## src/rtl/field_separator_buf.sv

```systemverilog
// Buffered MIPS field separator: decodes instructions on push and queues the decoded entries in a DEPTH-entry FIFO.
// Optional performance counters (instr_cnt, stall_cnt) are enabled by defining FIELD_SEP_PERF_EN.
module field_separator_buf #(
  parameter int DEPTH    = 2,
  parameter int DATA_W   = 32,
  parameter int LINK_REG = 31
) (
  input  logic                       clk,
  input  logic                       reset,
  input  logic                       in_valid,
  output logic                       in_ready,
  input  logic [31:0]                instr,
  input  logic [1:0]                 RegDst,
  input  logic                       ExtSel,
  input  logic                       flush,
  output logic                       out_valid,
  input  logic                       out_ready,
  output logic [5:0]                 op_out,
  output logic [4:0]                 rs_out,
  output logic [4:0]                 rt_out,
  output logic [4:0]                 rd_out,
  output logic [4:0]                 shamt_out,
  output logic [5:0]                 funct_out,
  output logic [DATA_W-1:0]          imm_out,
  output logic [25:0]                target_out,
  output logic [$clog2(DEPTH):0]     count
`ifdef FIELD_SEP_PERF_EN
  ,
  output logic [31:0]                instr_cnt,
  output logic [31:0]                stall_cnt
`endif
);

  localparam int PW = $clog2(DEPTH);
  localparam int CW = PW + 1;
  localparam logic [4:0] LINK = 5'(LINK_REG);

  typedef struct packed {
    logic [5:0]        op;
    logic [4:0]        rs;
    logic [4:0]        rt;
    logic [4:0]        rd;
    logic [4:0]        shamt;
    logic [5:0]        funct;
    logic [DATA_W-1:0] imm;
    logic [25:0]       target;
  } entry_t;

  entry_t          mem [DEPTH];
  entry_t          din;
  entry_t          head;
  logic [PW-1:0]   wr_ptr;
  logic [PW-1:0]   rd_ptr;
  logic            push;
  logic            pop;

  // NOTE: every signal written here gets a default first so no latch is inferred.
  always_comb begin
    din        = '0;
    din.op     = instr[31:26];
    din.rs     = instr[25:21];
    din.rt     = instr[20:16];
    din.shamt  = instr[10:6];
    din.funct  = instr[5:0];
    din.target = instr[25:0];
    din.imm    = ExtSel ? DATA_W'($signed(instr[15:0])) : DATA_W'(instr[15:0]);
    case (RegDst)
      2'b01:   din.rd = instr[15:11];
      2'b10:   din.rd = LINK;
      default: din.rd = instr[20:16];  // 2'b11 is reserved and decodes as rt
    endcase
  end

  assign out_valid = (count != '0);
  assign in_ready  = (count != CW'(DEPTH)) && !reset && !flush;
  assign push      = in_valid && in_ready;
  assign pop       = out_valid && out_ready && !flush && !reset;

  // NOTE: sequential state uses non-blocking assignments so all registers update from pre-edge values.
  always_ff @(posedge clk) begin
    if (reset || flush) begin
      wr_ptr <= '0;
      rd_ptr <= '0;
      count  <= '0;
    end else begin
      if (push) wr_ptr <= wr_ptr + PW'(1);
      if (pop)  rd_ptr <= rd_ptr + PW'(1);
      case ({push, pop})
        2'b10:   count <= count + CW'(1);
        2'b01:   count <= count - CW'(1);
        default: count <= count;
      endcase
    end
  end

  // NOTE: the storage array is deliberately not reset; count gates every read, so stale data is never visible.
  always_ff @(posedge clk) begin
    if (push) mem[wr_ptr] <= din;
  end

  always_comb begin
    head       = out_valid ? mem[rd_ptr] : '0;
    op_out     = head.op;
    rs_out     = head.rs;
    rt_out     = head.rt;
    rd_out     = head.rd;
    shamt_out  = head.shamt;
    funct_out  = head.funct;
    imm_out    = head.imm;
    target_out = head.target;
  end

`ifdef FIELD_SEP_PERF_EN
  // Counters survive flush and wrap naturally at 32 bits.
  always_ff @(posedge clk) begin
    if (reset) begin
      instr_cnt <= '0;
      stall_cnt <= '0;
    end else begin
      if (push)                  instr_cnt <= instr_cnt + 32'd1;
      if (in_valid && !in_ready) stall_cnt <= stall_cnt + 32'd1;
    end
  end
`endif

endmodule

```

## config.mk

```make
export PLATFORM = sky130hd
export DESIGN_NAME = field_separator_buf
export DESIGN_NICKNAME = d
export VERILOG_FILES = /design/src/rtl/field_separator_buf.sv
export SDC_FILE = /design/constraint.sdc
export NUM_CORES = 1
export LEC_CHECK = 0
export BUFFER_PORTS_ARGS = -buffer_cell sky130_fd_sc_hd__clkbuf_2
export CAP_MARGIN = 15
export CORE_ASPECT_RATIO = 0.6
export CORE_MARGIN = 3
export CORE_UTILIZATION = 28
export DETAILED_ROUTE_END_ITERATION = 16
export PLACE_DENSITY_LB_ADDON = 0.12
export SLEW_MARGIN = 30
export SYNTH_ARGS = -nofsm -noshare
export SYNTH_HDL_FRONTEND = slang
export SYNTH_SLANG_ARGS = --single-unit
```

## constraint.sdc

```tcl
create_clock -name clk -period 3.9 [get_ports clk]
set_clock_uncertainty 0.15 [all_clocks]
set_input_delay 0.195 -clock clk [delete_from_list [all_inputs] [get_ports clk]]
set_output_delay 0.195 -clock clk [all_outputs]
set_load 0.02 [all_outputs]
```

# ---- Yosys cells after proc, flatten, opt, wreduce, memory -nomap -nowiden
# Memory sizes are Yosys's and may differ from the RTL's. A register that Yosys moved wholly into a read port is not among the register bits.
# Index checks and enable logic that the tools add are counted.
dict set report word_totals {
  elab_cells 32
  input_bits 40
  mem_bits_rw 180
  output_inout_bits 94
  regBits 4
  mem_count 1
}
# memory depth width read_ports rd_ports_with_merged_regs wr line_no
set memory_table {}
lappend memory_table {mem 2 90 1 1 1 49} ;# entry_t mem [DEPTH];
dict set report op_classes {
  eq_ne 5
  n_reduce_logical 11
  addsub 4
  muxes 8
}
# operator count
set ops {}
lappend ops {{$mux 90} 1}
lappend ops {{$mux 32} 1}
lappend ops {{$pmux 5 s2} 1}
lappend ops {{$logic_and 1x1->1} 6}
lappend ops {{$eq 2x1->1 const B} 2}
lappend ops {{$eq 2x2->1 const B} 2}
lappend ops {{$mux 1} 4}
lappend ops {{$pmux 2 s2} 1}
lappend ops {{$reduce_bool 2->1} 2}
lappend ops {{$add 1x1->1 const B} 2}
lappend ops {{$add 2x1->2 const B} 1}
lappend ops {{$logic_not 1->1} 2}
lappend ops {{$ne 2x2->1 const B} 1}
lappend ops {{$sub 2x1->2 const B} 1}
lappend ops {{$logic_or 1x1->1} 1}

# ---- Longest topological paths before layout
# Gate-level depths: netlist (run 1).
dict set report depth {
  ltp_word 6
  ltp_mapped 7
  ltp_nobuf 6
}

# ---- Worst setup path before layout (run 1)
# OpenSTA, ideal clock, no wires.
dict set report synth_timing {
  path_kind {register -> register}
  from {reg count[0]}
  to {mem mem[0][37] in the netlist's numbering (enable)}
  required_time_ps 3317
  period_less_slack_ps 3029
  arrival_ps 2446
  path_buffers 0
  setup_time_ps 433
  stages_incl_launch_ff 4
  path_slack_ps 871
  cell_sequence {dfxtp_1 > nand2b_1 > nand3_1 > nor2_1}
}
dict set report synth_between {
  elab_chain_len 6
}
# item line_no
set synth_rtl {}
lappend synth_rtl {{from (decl)} 26} ;# output logic [$clog2(DEPTH):0] count
lappend synth_rtl {{from (signal assigned)} 89} ;# 2'b10: count <= count + CW'(1);
lappend synth_rtl {{from (signal assigned)} 90} ;# 2'b01: count <= count - CW'(1);
lappend synth_rtl {{from (signal assigned)} 91} ;# default: count <= count;
lappend synth_rtl {{$ne 2x2->1} 75} ;# assign in_ready = (count != CW'(DEPTH)) && !reset && !flush;
lappend synth_rtl {{$logic_and 1x1->1 (2 in a row)} 75}
lappend synth_rtl {{$logic_and 1x1->1} 76} ;# assign push = in_valid && in_ready;
lappend synth_rtl {{$mux 1} 98} ;# if (push) mem[wr_ptr] <= din;
lappend synth_rtl {{$mux 1 (implied by the code)} 98}
lappend synth_rtl {{to (decl)} 49}
# Every way passes these cells.

==> results.md, run 1 <==
* Initial Util at 0.292
* Synth warn at 0
* Slew Viols, Final at 0
* Net Sw Power at ~0.38 mW
* Status: finished, final reports clean
* LEAKAGE at 1.87 nW
* Share of cells above drive strength 1 at 0.394
* Count of unique library cells instantiated by Yosys at 20
* RSZ-0062 raised after global routing: no
* Metal-1 WL at roughly 3900 microns
* Filler cells at ~1200
* Sequential fraction of the synthesis area at 0.663
* # port buffers at approximately 130
* Min Tclk post-route at 2420 ps
* CTS tree: built
* Area Growth Syn to Fin at 31.5%
* Bufs on Longest Clock Path at 2
* Global route overflow at 0
* Io pins at 134
* Post-cts resize count at 0
* Placed cell area at a little over 0.004 sq mm
* CTS H-tree depth at 3
* Most common cell after layout, fill and taps aside: clkbuf_2
* Design area at about 0.0047 sq mm
* GR Util All Layers at 0.111
* Critical path required time at 3560 ps
* Final number of hold-violating endpoints at 0
* Max Cap Viol at 0
* Max Used Layer: met4
* Final setup vio count at 0
* Post-detailed-placement half-perimeter wirelength at between 5000 and 6000 microns
* Clock share of power at 0.413
* Most frequent cells in the layout: 133 x clkbuf_2, 76 x edfxtp_1, 43 x nor2_1
* Clk_lat worst skew at between 300 and 400 ps
* Die height at 93.8 microns
* Detailed Route Iter0 Violations at between 100 and 150
* Net Sw Frac at 0.201
* Largest net degree at the start of global routing at 23
* Die area at roughly 0.014 sq mm
* Worst vdd ir at around 0.24 mV
* Sink Count at just over 80
* First-pass GRT wire length at between 10000 and 15000 microns
* Via count at around 2200
* TritonCTS buffer count at 9
* Pwr dens at between 400 and 500 mW/mm^2
* CP endpoint kind: primary output
* CP arrival at around 2100 ps
* #FFs+latches synth at 81
* Routed WL at between 7000 and 8000 microns
* Slew HR at 0.501
* Initial antenna violation count at 0
* DRT Pass-1 Iters at 4
* Avg WL per Cell at about 14 microns
* # DRC at 0
* Post-CTS Setup Bufs at 0
* Peak fanout along the critical path at 17
* Tcrit/Tclk final at 0.621
* CTS root buffer: clkbuf_16
* Die X at around 150 microns
* Fin cells at 553
* Least-Margin Pin Slew at 746 ps
* Detail Route met2 WL at between 3000 and 4000 microns
* Cts-stage hold buffer count at 33
* Seq pwr share at 0.513
* WL met3 at 527 microns
* Post-Syn Nets at ~300
* Post-DR vias/cell at about 4.0
* Routability cong. at roughly 0.68
* Internal Power at 1.52 mW
* Synth Area per Inst at between 10 and 15 sq um
* Min-Delay Path Class: in2reg
* Layout Nets at ~430
* Placement row count at 31
* Placed cell count at approximately 500
* Vias in the first global route at 2159
* Cells after Synth at 264
* Antenna diodes at 0
* Combinational Power Share at 0.075
* Crit path kind: reg2out
* Core Area at between 0.01 and 0.015 sq mm
* ANT nets after route at 0
* Worst-path clk slew at 50 ps
* CP startpoint kind: flop
* Netlist area before placement at 0.00359 sq mm
* Overall Power at approximately 1.9 mW
* Final TNS setup at 0 ps
* Max Fclk at ~410 MHz
through the flow:
stage	hold slack, ps	setup slack (ps)	util
2_1_floorplan	144	871	-
3_3_place_gp	238	1470	0.330
3_5_place_dp	240	1660	0.335
4_1_cts	60.3	1400	0.384
5_1_grt	85.7	1260	0.384
6_report	72.8	1480	0.384
registers in the layout (all words and copies together) (netlist names), named ones only:
register and count:
count 2, wr_ptr 1, mem 76, rd_ptr 1
final cells by class:
cell class              instances  area, sq um  area share
multi-input cells             117          777       0.164
clock inverters                 5         46.3     0.00979
inverters                       4         15.0     0.00318
clock buffers                  11          233      0.0492
flip-flops and latches         81         2380       0.504
repair buffers                170         1070       0.226
well taps                     165          206      0.0437
final timing paths:
kind                  from           to  slack, ps  depth (start not counted)
setup / recovery      flop  imm_out[25]       1480                          3
hold / removal       flush         flop         70                          3
setup reg to reg  count[0]   mem[1][73]       1690                          4
hold reg to reg     rd_ptr         flop        360                          2
cells by family (layout without fill, tap and decap cells):
logic type,Yosys count,in the layout,share of synthesized area
and+or+nand+nor,58,58,0.0647
AOI/OAI and AO/OA,15,15,0.0216
xor gates and xnor gates,3,3,0.00731
muxes,38,38,0.106
buffers and inverters,66,190,0.127
adders and majority gates,3,3,0.0104
DFF,81,81,0.663
cells in the mapped netlist (all sizes together):
library cell / number / area (sq um)
a21o: 1 / 7.51
a21oi: 7 / 35.0
and2: 2 / 12.5
buf: 58 / 428
clkbuf: 4 / 15.0
dfxtp: 5 / 100
edfxtp: 76 / 2280
ha: 3 / 37.5
inv: 4 / 15.0
mux2i: 38 / 380
nand2: 5 / 18.8
nand2b: 1 / 6.26
nand3: 2 / 10.0
nor2: 46 / 173
o21ai: 7 / 35.0
or2: 1 / 6.26
or3: 1 / 6.26
xnor2: 1 / 8.76
xor2: 2 / 17.5
power by group through the flow:
| stage | Clock, mW | Combinational [mW] | Sequential, mW |
|---|---|---|---|
| floorplan | 0 | 0.0687 | 0.994 |
| global placement | 0 | 0.113 | 0.994 |
| detailed placement | 0 | 0.118 | 0.994 |
| CTS | 0.812 | 0.145 | 0.976 |
| global route | 0.851 | 0.158 | 0.977 |
| finish | 0.785 | 0.142 | 0.976 |
layer usage:
metal / vias up / track usage
met2: 89 / 0.160
met5: - / 0
met4: 0 / 0.0359
li1: 1106 / -
met1: 981 / 0.157
met3: 9 / 0.0391
worst max-delay path, stage by stage, from the launching register on:
cell and delay, ps:
dfxtp_2 680, mux2i_1 170, nor2_1 600, clkbuf_2 290
Power figures use the tool's default switching activity.
==> run 2, diff against run 1 <==
Clock period 3.9 ns to 2.5 ns, I/O delays scaled along.
==> run 2 against run 1 <==
Compared with the run above: critical path type unchanged; largest cell class unchanged; setup slack got worse by 1000 ps; global-route usage fell by 0.22 points; register-to-register slack got worse by 1200 ps; sequential share of layout area fell by 0.25 points; clock-buffer cell count did not move; wire length fell by 1.5%; non-clock buffer count rose by 4; die area did not move; critical endpoint is now imm_out[27].
==> results.md, run 2 (same netlist as run 1, synthesis figures left out) <==
* Status: finished, final reports clean (unchanged)
* Largest net degree at the start of global routing at 39 (was 23)
* DRT Pass-1 Iters at 4 (unchanged)
* Tcrit/Tclk final at 0.825
* Final hold slack at 4.95 ps (was 72.8 ps)
* Clk_lat worst skew at 330 ps (about the same)
* Post-cts resize count at 0 (unchanged)
* LEAKAGE at 1.87 nW (about the same)
* Worst vdd ir at 0.298 mV (was 0.243 mV)
* Initial antenna violation count at 0 (unchanged)
* Die area at 0.0143 sq mm (unchanged)
* Max reg flops at 76 (unchanged)
* RR Endpoint: count[1] (was mem[1][73])
* Sink Count at 81 (unchanged)
* CTS tree: built (unchanged)
* Placement row count at 31 (unchanged)
* CTS H-tree depth at 3 (unchanged)
* Via count at 2274 (was 2185)
* R2R Setup Slk at 450 ps (was 1690 ps)
* CTS root buffer: clkbuf_16 (unchanged)
* Cells on worst reg2reg path at 5 (was 4)
* Post-detailed-placement half-perimeter wirelength at 5150 microns (was 5460 microns)
* # DRC at 0 (unchanged)
* Peak fanout along the critical path at 16 (was 17)
* CP endpoint kind: primary output (unchanged)
* ANT nets after route at 0 (unchanged)
* Post-DR vias/cell at 4.08 (was 3.95)
* Most common cell after layout, fill and taps aside: clkbuf_2 (unchanged)
* Final number of hold-violating endpoints at 0 (unchanged)
* Avg WL per Cell at 13.8 microns (was 14.1 microns)
* Final Worst Setup Slack at 439 ps (was 1480 ps)
* TritonCTS buffer count at 9 (unchanged)
* CP startpoint kind: flop (unchanged)
* # port buffers at 133 (unchanged)
* Vias in the first global route at 2122 (was 2159)
* Io pins at 134 (unchanged)
* Start point of the critical path: count[1]
* Final setup vio count at 0 (unchanged)
* DP Worst Slack at 449 ps (was 1660 ps)
* Routed WL at 7670 microns (was 7790 microns)
* Antenna diodes at 0 (unchanged)
* Most frequent cells in the layout: 133 x clkbuf_2, 76 x edfxtp_1, 43 x nor2_1 (unchanged)
* Biggest register: mem (unchanged)
* Min Tclk post-route at roughly 2100 ps
* Min-Delay Path Class: in2reg (unchanged)
* Worst-path clk slew at 60 ps (was 50 ps)
* Least-Margin Pin Slew at 795 ps (was 746 ps)
* Max Fclk at between 400 and 500 MHz
* Detailed Route Iter0 Violations at 161 (was 116)
* Worst flop-to-flop path startpoint: count[0] (unchanged)
* Layout Nets at 430 (was 426)
* Share of cells above drive strength 1 at 0.398 (was 0.394)
* Routability cong. at 0.701 (was 0.678)
* Crit path kind: reg2out (unchanged)
* GR Util All Layers at 0.109 (was 0.111)
* First-pass GRT wire length at 11800 microns (was 12000 microns)
* RSZ-0062 raised after global routing: no (unchanged)
* Initial Util at 0.292 (unchanged)
* Bufs on Longest Clock Path at 2 (unchanged)
* Area Growth Syn to Fin at 32.2% (was 31.5%)
* Slew HR at 0.468 (was 0.501)
* Pwr dens at 610 mW/mm^2 (was 403 mW/mm^2)
* CP arrival at 1790 ps (was 2080 ps)
* Worst setup endpoint: imm_out[27] (was imm_out[25])
* Regs by FF count: mem: 76 flops, count: 2 flops (unchanged)
* Max Cap Viol at 0 (unchanged)
* Global route overflow at 0 (unchanged)
* Die height at 93.8 microns (unchanged)
* Critical path required time at 2230 ps (was 3560 ps)
* Slew Viols, Final at 0 (unchanged)
* Core Area at 0.0123 sq mm (unchanged)
* Filler cells at 1210 (was 1232)
* Die X at 152 microns (unchanged)
-- run 2: timing repair --
| action | 4_1_cts | 5_1_grt |
|---|---|---|
| setup buffers | 0 | 0 |
| hold buffers | 37 | 0 |
| hold endpoints to repair | 68 | 0 |
-- run 2: through the flow --
stage	cells	setup TNS, ps	utilization	instance area, sq um	power (mW)
floorplan	264	-40220	-	3590	1.66
finish	557	0	0.386	4750	2.90
CTS	557	0	0.386	4750	2.95
global route	557	0	0.386	4750	3.03
global placement	504	0	0.335	4120	1.73
detailed placement	504	0	0.335	4120	1.73
-- run 2: routing by layer --
| metal | GRT usage | part of all wire |
|---|---|---|
| met5 | 0 | 0 |
| met4 | 0.0292 | 0.0087 |
| met3 | 0.0373 | 0.081 |
| met2 | 0.159 | 0.42 |
| met1 | 0.155 | 0.49 |
-- run 2: where the power goes --
part | switching (mW) | internal, mW
combinational | 0.125 | 0.100
sequential | 0.00635 | 1.51
clock | 0.482 | 0.668
total | 0.613 | 2.28
-- run 2: cell type report --
class	instances	area, sq um	share of cell area
Clock buffer	11	233	0.0490
Sequential cell	81	2380	0.502
Inverter	4	15.0	0.00316
Clock inverter	5	32.5	0.00685
Tap cell	165	206	0.0435
Timing Repair Buffer	174	1100	0.232
Multi-Input combinational cell	117	777	0.164
-- run 2: worst min path at each step --
stage / slack, ps / from / depth (start not counted) / endpoint
CTS: 6 / ExtSel / 2 / mem[1][57]
finish: 5 / ExtSel / 2 / mem[1][57]
detailed placement: 170 / instr[6] / 1 / mem[0][64]
global route: 30 / ExtSel / 2 / mem[1][57]
global placement: 170 / instr[6] / 1 / mem[1][64]
floorplan: 70 / instr[11] / 0 / mem[0][37]
-- run 2: worst max-delay path, stage by stage (launching register included) --
cell	delay [ps]
dfxtp_1	450
nor2_4	70
nor2_1	620
clkbuf_2	300
==> run 3, diff against run 2 <==
Settings changed: ABC_AREA set to 1.
Clock period 2.5 ns to 1.72 ns, I/O delays scaled along.
==> run 3 against run 2 <==
Compared with the run above: setup slack worse by 370 ps; highest routed layer unchanged; global-route usage is 1.2 points higher; total power grew 47%; largest cell class unchanged; register-to-register slack worse by 330 ps; synthesized area grew 1.2%; critical path type unchanged; clock power grew 46%; utilization up 3.2 points; hold slack better by 61 ps; flip-flop and latch count stayed put; sequential share of layout area is 4.0 points lower; non-clock buffer count increased by 7; die area rose by 1.1%.
==> results.md, run 3 <==
* Max Fclk at 605 MHz
* Routed WL at 9100 microns (was 7670 microns)
* Asr flop ratio synth at 0 (unchanged)
* LEAKAGE at 2.14 nW (was 1.87 nW)
* Tcrit/Tclk final at 0.960
* CP endpoint kind: primary output (unchanged)
* CP arrival at 1420 ps (was 1790 ps)
* Synth area leaders: edfxtp_1 63%, buf_4 11%, nand2_1 9.1% (was edfxtp_1 63%, buf_4 11%, mux2i_1 11%)
* Final number of hold-violating endpoints at 0 (unchanged)
* Max Cap Viol at 0 (unchanged)
* Min Tclk post-route at 1650 ps
* CP startpoint kind: flop (unchanged)
* Placement row count at 31 (unchanged)
* Sink Count at 81 (unchanged)
* Avg WL per Cell at 14.9 microns (was 13.8 microns)
* Crit path kind: reg2out (unchanged)
* Most common cell after layout, fill and taps aside: clkbuf_2 (unchanged)
* Routability cong. at 0.693 (was 0.701)
* Initial antenna violation count at 0 (unchanged)
* Slowest stage delay, CP at 410 ps (was 620 ps)
* Slowest library cell on the worst path: dfxtp_4 (was nor2_1)
* DP Worst Slack at 175 ps (was 449 ps)
* Initial Util at 0.294 (was 0.292)
* Layout Nets at 485 (was 430)
* DRT Pass-1 Iters at 4 (unchanged)
* Status: finished, final reports clean (unchanged)
* Io pins at 134 (unchanged)
* Filler cells at 1199 (was 1210)
* GR Util All Layers at 0.121 (was 0.109)
* Die height at 94.3 microns (was 93.8 microns)
* Slew Viols, Final at 0 (unchanged)
* Synth warn at 0 (unchanged)
* # port buffers at 133 (unchanged)
* Post-detailed-placement half-perimeter wirelength at 5660 microns (was 5150 microns)
* Final setup vio count at 0 (unchanged)
* Core Area at 0.0124 sq mm (was 0.0123 sq mm)
* Via count at 2558 (was 2274)
* Detailed Route Iter0 Violations at 113 (was 161)
* Placed cell area at 0.00419 sq mm (was 0.00412 sq mm)
* TritonCTS buffer count at 9 (unchanged)
* Peak fanout along the critical path at 18 (was 16)
* CTS tree: built (unchanged)
* First-pass GRT wire length at 13100 microns (was 11800 microns)
* Critical path required time at 1480 ps (was 2230 ps)
* Share of cells above drive strength 1 at 0.452 (was 0.398)
* Biggest register: mem (unchanged)
* Count of unique library cells instantiated by Yosys at 20 (unchanged)
* Post-Syn Nets at 358 (was 307)
* Top cells by count, synth: 88 x nand2_1, 76 x edfxtp_1, 54 x buf_4 (was 76 x edfxtp_1, 55 x buf_4, 46 x nor2_1)
* Synth Area per Inst at 11.5 sq um (was 13.6 sq um)
* Post-synth EDFFs at 76 (unchanged)
* Sequential fraction of the synthesis area at 0.655 (was 0.663)
* Final hold slack at 66.2 ps (was 4.95 ps)
* Yosys top cell by area: edfxtp_1 (unchanged)
* Most frequent cells in the layout: 98 x clkbuf_2, 85 x nand2_1, 76 x edfxtp_1 (was 133 x clkbuf_2, 76 x edfxtp_1, 43 x nor2_1)
* Yosys top cell area share at 0.627 (was 0.635)
* Largest net degree at the start of global routing at 38 (was 39)
* CTS H-tree depth at 3 (unchanged)
* Area Growth Syn to Fin at 42.4% (was 32.2%)
* Die area at 0.0144 sq mm (was 0.0143 sq mm)
* Top-count cell post-synth: nand2_1 (was edfxtp_1)
* CP cell instances: clkbuf_16, nand2_1, a21oi_2, clkbuf_2 (was nor2_4, nor2_1, clkbuf_2)
* Slew HR at 0.814 (was 0.468)
* Min-Delay Path Class: in2reg (unchanged)
* Vias in the first global route at 2380 (was 2122)
* ANT nets after route at 0 (unchanged)
* Die X at 153 microns (was 152 microns)
* Regs by FF count: mem: 76 flops, count: 2 flops (unchanged)
* Top_reg_cell synth: edfxtp_1 (unchanged)
* Fin util at 0.419 (was 0.386)
* # DRC at 0 (unchanged)
* Design area at 0.00518 sq mm (was 0.00475 sq mm)
* Post-DR vias/cell at 4.18 (was 4.08)
* Netlist area before placement at 0.00364 sq mm (was 0.00359 sq mm)
* Global route overflow at 0 (unchanged)
* Cells after Synth at 315 (was 264)
* Worst-path clk slew at 60 ps (about the same)
* Clk_lat worst skew at 330 ps (about the same)
* Least-Margin Pin Slew at 280 ps (was 795 ps)
* Max reg flops at 76 (unchanged)
* #FFs+latches synth at 81 (unchanged)
* Final Worst Setup Slack at 68.0 ps (was 439 ps)
* Pwr dens at 820 mW/mm^2 (was 610 mW/mm^2)
* CTS root buffer: clkbuf_16 (unchanged)
* Antenna diodes at 0 (unchanged)
* Worst vdd ir at 0.460 mV (was 0.298 mV)
* Bufs on Longest Clock Path at 2 (unchanged)
## run 3: changes by cell type in the layout (fill, tap and decap cells not counted), moves of 4 or more
cell      previous run  this run
a21oi_1              7        18
nor2_1              43         6
buf_12               3         9
buf_6                0         7
buf_2                0         8
buf_4                1        19
inv_1                4         8
a21oi_2              0        26
nand2_1              5        85
mux2i_1             38         0
clkbuf_2           133        98
## run 3: stage by stage
step	cells	power, mW	setup TNS (ps)
2_1_floorplan	315	2.40	-1820
3_3_place_gp	556	2.52	0
3_5_place_dp	556	2.52	0
4_1_cts	609	4.29	-720
5_1_grt	612	4.43	-35.2
6_report	612	4.24	0
## run 3: kinds of logic after synthesis
| logic type | Yosys count | synth area share |
|---|---|---|
| adder cells (fa/ha/maj) | 3 | 0.0103 |
| AND/OR/NAND/NOR | 102 | 0.116 |
| buffers and inverters | 76 | 0.146 |
| AO/OA/AOI/OAI | 53 | 0.0729 |
| flip-flops | 81 | 0.655 |
## run 3: worst max-delay path: cells and delay by family (launching register included)
family	cells	cell delay (ps)
compound gates	1	190
flops	1	410
simple gates	1	80
buf+inv	2	410
## run 3: worst paths after layout
path	endpoint	startpoint	slack, ps	cells after the start
min reg2reg	rd_ptr	rd_ptr	350	2
max	funct_out[5]	flop	70	4
min	wr_ptr	reset	70	6
max reg2reg	count[1]	count[1]	120	6
## run 3: layer usage
metal / vias to the layer above / track usage / share of wire
met4: 0 / 0.0245 / 0.0042
li1: 1270 / - / -
met3: 5 / 0.0433 / 0.073
met5: - / 0 / 0
met2: 104 / 0.173 / 0.43
met1: 1179 / 0.175 / 0.50
## run 3: final cells by class
type	count	area (sq um)	share of cell area
sequential	81	2390	0.462
inverter	11	52.6	0.0101
tap	165	206	0.0399
multi-input combinational	158	882	0.170
timing repair buffer	181	1380	0.266
clock buffer	10	229	0.0442
clock inverter	6	35.0	0.00676
## run 3: what timing repair did
| action | in CTS | in global routing |
|---|---|---|
| setup buffers | 0 | 1 |
| gates resized for setup | 15 | 98 |
| endpoints found under the setup margin | 59 | 86 |
| endpoints found under the hold margin | 79 | 0 |
| hold buffers | 36 | 0 |
| gates cloned | 1 | 2 |
| pin swaps | 0 | 5 |
## run 3: power breakdown
| group | switching [mW] | internal (mW) |
|---|---|---|
| clock network | 0.715 | 0.966 |
| registers | 0.00925 | 2.19 |
| logic | 0.197 | 0.164 |
| total | 0.921 | 3.32 |
